`src/rtl/half_adder_pkg.sv`:
```
// Shared defaults and result type for the half adder block.
// No logic here; imported by the adder top and its result queue.
// Queue depth is fixed at two entries.
package half_adder_pkg;

  localparam int HA_WIDTH_DEF  = 1;
  localparam int HA_CNT_W_DEF  = 16;
  localparam int HA_FIFO_DEPTH = 2;

  // One queued result at the default operand width
  typedef struct packed {
    logic [HA_WIDTH_DEF-1:0] sum;
    logic [HA_WIDTH_DEF-1:0] carry;
  } ha_result_t;

endpackage

```
`src/rtl/ha_result_fifo.sv`:
```
// Two-entry in-order queue of half adder results.
// Latency: a pushed entry is visible at the head one edge after the push.
// Backpressure: push_rdy is registered and drops when both entries are occupied.
module ha_result_fifo
  import half_adder_pkg::*;
#(
  parameter type T = ha_result_t
) (
  input  logic clk,
  input  logic rst_n,
  input  logic push_vld,
  output logic push_rdy,
  input  T     push_dat,
  output logic pop_vld,
  input  logic pop_rdy,
  output T     pop_dat
);

  T           r_mem [HA_FIFO_DEPTH];
  logic       r_wr_ptr;
  logic       r_rd_ptr;
  logic [1:0] r_cnt;
  logic       r_not_full;

  logic       w_push;
  logic       w_pop;
  logic [1:0] w_cnt_nxt;

  assign w_push    = push_vld & r_not_full;
  assign w_pop     = pop_vld & pop_rdy;
  assign w_cnt_nxt = r_cnt + 2'(w_push) - 2'(w_pop);

  assign push_rdy = r_not_full;
  assign pop_vld  = (r_cnt != 2'd0);
  // An empty queue presents an all-zero head rather than stale storage
  assign pop_dat  = pop_vld ? r_mem[r_rd_ptr] : '0;

  // Storage is data-only; validity is tracked by r_cnt, so no reset needed
  always_ff @(posedge clk) begin
    if (w_push) begin
      r_mem[r_wr_ptr] <= push_dat;
    end
  end

  // Pointers, occupancy and the look-ahead not-full flag
  always_ff @(posedge clk or negedge rst_n) begin
    if (!rst_n) begin
      r_wr_ptr   <= 1'b0;
      r_rd_ptr   <= 1'b0;
      r_cnt      <= 2'd0;
      r_not_full <= 1'b0;
    end else begin
      if (w_push) begin
        r_wr_ptr <= ~r_wr_ptr;
      end
      if (w_pop) begin
        r_rd_ptr <= ~r_rd_ptr;
      end
      r_cnt      <= w_cnt_nxt;
      r_not_full <= (w_cnt_nxt != 2'd2);
    end
  end

endmodule

```
`src/rtl/half_adder.sv`:
```
// Bank of WIDTH independent half adders feeding a 2-entry result queue, plus statistics.
// Latency: result is at the queue head one cycle after the input transfer.
// Backpressure: in_ready is registered; it drops while the queue holds two results.
module half_adder
  import half_adder_pkg::*;
#(
  parameter int WIDTH = HA_WIDTH_DEF,
  parameter int CNT_W = HA_CNT_W_DEF
) (
  input  logic             clk,
  input  logic             rst_n,
  input  logic             in_valid,
  output logic             in_ready,
  input  logic [WIDTH-1:0] a,
  input  logic [WIDTH-1:0] b,
  output logic             out_valid,
  input  logic             out_ready,
  output logic [WIDTH-1:0] sum,
  output logic [WIDTH-1:0] carry,
  input  logic             clr_stats,
  output logic [CNT_W-1:0] pair_count,
  output logic [CNT_W-1:0] carry_count
);

  typedef struct packed {
    logic [WIDTH-1:0] sum;
    logic [WIDTH-1:0] carry;
  } res_t;

  localparam logic [CNT_W-1:0] CNT_MAX = '1;

  res_t             w_res;
  res_t             w_head;
  logic             w_push;
  logic             w_any_carry;
  logic [CNT_W-1:0] r_pair_cnt;
  logic [CNT_W-1:0] r_carry_cnt;

  // Bitwise half adders: no carry ripples between bit positions
  assign w_res.sum   = a ^ b;
  assign w_res.carry = a & b;
  assign w_any_carry = |w_res.carry;
  assign w_push      = in_valid & in_ready;

  ha_result_fifo #(
    .T (res_t)
  ) u_fifo (
    .clk      (clk),
    .rst_n    (rst_n),
    .push_vld (in_valid),
    .push_rdy (in_ready),
    .push_dat (w_res),
    .pop_vld  (out_valid),
    .pop_rdy  (out_ready),
    .pop_dat  (w_head)
  );

  assign sum   = w_head.sum;
  assign carry = w_head.carry;

  // Saturating statistics; clear wins over a same-edge increment
  always_ff @(posedge clk or negedge rst_n) begin
    if (!rst_n) begin
      r_pair_cnt  <= '0;
      r_carry_cnt <= '0;
    end else if (clr_stats) begin
      r_pair_cnt  <= '0;
      r_carry_cnt <= '0;
    end else if (w_push) begin
      if (r_pair_cnt != CNT_MAX) begin
        r_pair_cnt <= r_pair_cnt + 1'b1;
      end
      if (w_any_carry && (r_carry_cnt != CNT_MAX)) begin
        r_carry_cnt <= r_carry_cnt + 1'b1;
      end
    end
  end

  assign pair_count  = r_pair_cnt;
  assign carry_count = r_carry_cnt;

endmodule

```
`config.mk`:
```
export PLATFORM = sky130hd
export DESIGN_NAME = half_adder
export DESIGN_NICKNAME = d
export VERILOG_FILES = /design/src/rtl/half_adder_pkg.sv /design/src/rtl/ha_result_fifo.sv /design/src/rtl/half_adder.sv
export SDC_FILE = /design/constraint.sdc
export NUM_CORES = 1
export LEC_CHECK = 0
export ABC_AREA = 1
export BUFFER_PORTS_ARGS = -buffer_cell sky130_fd_sc_hd__buf_2
export CAP_MARGIN = 20
export CORE_MARGIN = 5
export CORE_UTILIZATION = 62
export CTS_BUF_LIST = sky130_fd_sc_hd__clkbuf_8
export CTS_CLUSTER_DIAMETER = 30
export DETAILED_ROUTE_END_ITERATION = 7
export GPL_TIMING_DRIVEN = 0
export PLACE_DENSITY = 0.87
export SYNTH_ARGS = -nofsm -noshare
export SYNTH_HDL_FRONTEND = slang
export SYNTH_SLANG_ARGS = --single-unit
```
`constraint.sdc`:
```
create_clock -name clk -period 3.9 [get_ports clk]
set_input_delay 0.78 -clock clk [delete_from_list [all_inputs] [get_ports clk]]
set_output_delay 0.78 -clock clk [all_outputs]
set_load 0.02 [all_outputs]
```
==> impl_metrics.json <==
{
  "layout_common_cells": "105 x nand2_1, 44 x buf_2, 37 x dfrtp_1",
  "seq_area_um2": 1046,
  "grt_pass1_wl_mm": 9.660,
  "cts_tree": "done",
  "worstPathArrival_ns": 1.16,
  "numCtsBuffers": 5,
  "grt_pass1_vias": 2166,
  "ys_types": 26,
  "syn_inst": 333,
  "ctsResizeCount": 0,
  "fin_ws_ns": 1.957,
  "vias_per_cell": 5.450,
  "drc_errors": 0,
  "core_area_um2": 3744,
  "period_share_pct": 49.83,
  "min_path_type": "reg -> reg",
  "row_count": 22,
  "clock_skew_ns": 0.007724,
  "grt_usage_pct": 22.97,
  "cts.htree.levels": 2,
  "grt_antenna_before_repair": 0,
  "fillCellCount": 292,
  "port-buffer-count": 42,
  "die_area_um2": 5318,
  "p_leak_nw": 1.474,
  "drt-initial-drc-count": 220,
  "crit_type": "reg -> out",
  "wl_per_cell_um": 13.13,
  "max_freq_mhz": 514.6,
  "tightest_slew_ns": 0.8335,
  "finish.net_count": 394,
  "antenna_left": 0,
  "ys_warn_count": 0,
  "clk_pin_slew_ns": 0.08,
  "multi_input_area_um2": 1207,
  "power.total_mw": 1.114,
  "clk_latency_ns": 0.30,
  "layout.cells.non_filler": 431,
  "crit_path_end_kind": "output port",
  "tns_ns": 0,
  "numClockSinks": 41,
  "path_max_fanout": 3,
  "netlist_area_um2": 2455,
  "peakVddDrop_mv": 0.1938,
  "layout_commonest_cell": "nand2_1",
  "period_minus_slack_ns": 1.943,
  "die_y_um": 72.93,
  "vias": 2349,
  "synth_fp_nets": 345,
  "drtPass1Iterations": 4,
  "drive_above_1_share_pct": 18.54,
  "dpl.hpwl_mm": 4.112,
  "cts.path.max_buffers": 2,
  "dpl_worst_slack_ns": 1.862,
  "floorplan.initialDensity_pct": 65.57,
  "ys_ff_latch": 41,
  "clockRootBuffer": "clkbuf_8",
  "hold_buffers": 0,
  "cp_data_required_time_ns": 3.12,
  "io-pin-count": 43,
  "powerDensity_nw_per_um2": 392.8,
  "final_hold_viol_count": 0,
  "drv_slew": 0,
  "die_w_um": 72.93,
  "diodes": 0,
  "critPathLaunchType": "register",
  "hold_depth": 2,
  "routed_wl_mm": 5.661,
  "postSynthAreaPerCell_um2": 7.372,
  "worst_hold_slack_ns": 0.5500,
  "rr_worst_depth": 9,
  "syn_to_final_growth_pct": 15.55,
  "globalRoute.totalOverflow": 0,
  "rsz0062_at_grt": "false",
  "relSlewSlack_pct": 44.43,
  "dpl.cell_count": 423,
  "ys_seq_area_share_pct": 42.61,
  "postCtsSetupRepairBufs": 0,
  "maxCapViolCount": 0,
  "finalSetupViolations": 0,
  "grt_start_max_net_pins": 38,
  "gp_congestion": 0.8895,
  "status": "completed"
}
## report_power, final
part / internal, mW / leakage, nW / switching, mW
combinational: 0.0956 / 0.875 / 0.174
clock: 0.190 / 0.0595 / 0.148
sequential: 0.478 / 0.539 / 0.0281
total: 0.763 / 1.47 / 0.351
## cell type report
class | instances | share of cell area (%)
Multi-Input combinational cell | 247 | 42.57
Sequential cell | 41 | 36.88
Timing Repair Buffer | 42 | 7.411
Inverter | 37 | 4.896
Clock buffer | 5 | 2.426
Buffer | 8 | 2.206
Tap cell | 48 | 2.117
Clock inverter | 3 | 1.500
## synth_stat cells
library cell    n  area [um2]
nand2_1       105       394.1
dfrtp_1        37       925.9
nor2_1         35       131.4
inv_1          34       127.6
nand3_1        31       155.2
nand4_1        14       87.58
o21ai_1        13       65.06
o21bai_1        7       52.55
xor2_1          7       61.31
a21oi_1         6       30.03
nand2_2         6       37.54
o21ai_0         6       30.03
ha_1            5       62.56
buf_6           4       45.04
edfxtp_1        4       120.1
inv_2           3       11.26
nor2_4          3       33.78
buf_1           2       7.510
buf_2           2       10.01
nor2_2          2       12.51
xnor2_1         2       17.52
nand3b_1        1       7.510
o211ai_1        1       7.510
o21ai_2         1       8.760
o22ai_1         1       6.260
or2_2           1       6.260
## worst paths after layout
kind,start,slack [ns],end
max,u_fifo.r_rd_ptr,1.96,sum
min in group asynchronous,rst_n,0.58,pair_count[0]
max reg2reg,carry_count[1],2.20,carry_count[13]
max in group asynchronous,rst_n,2.80,pair_count[14]
min,carry_count[1],0.55,carry_count[1]
min reg2reg,carry_count[1],0.55,carry_count[1]
## cell families after synthesis
| group | share of synthesized area (%) |
|---|---|
| compound gates | 8.155 |
| flops | 42.61 |
| simple gates | 35.27 |
| fa+ha+maj | 2.548 |
| xor+xnor | 3.211 |
| buf+inv | 8.206 |
## flip-flops by register name, indices dropped and copies added (netlist names)
| signal | cells |
|---|---|
| carry_count | 16 |
| pair_count | 16 |
| u_fifo.r_mem | 4 |
| u_fifo.r_cnt | 2 |
| u_fifo.push_rdy | 1 |
| u_fifo.r_rd_ptr | 1 |
| u_fifo.r_wr_ptr | 1 |
## metrics by stage
step                utilization [%]  cell area (um2)
floorplan                         -             2455
global placement              72.79             2725
detailed placement            72.79             2725
CTS                           75.77             2836
global route                  75.77             2836
finish                        75.77             2836
## critical path: stages, from the launching register on
cell,delay (ns)
dfrtp_1,0.40
inv_1,0.12
nand2_1,0.06
a21oi_1,0.12
buf_2,0.18
## layer usage
layer	GRT usage (%)	routed length, um
met5	0	0
met4	8.811	71
met3	4.408	393
met2	36.07	2740
met1	31.35	2455
Note: power is estimated with default switching activity, not from simulation.
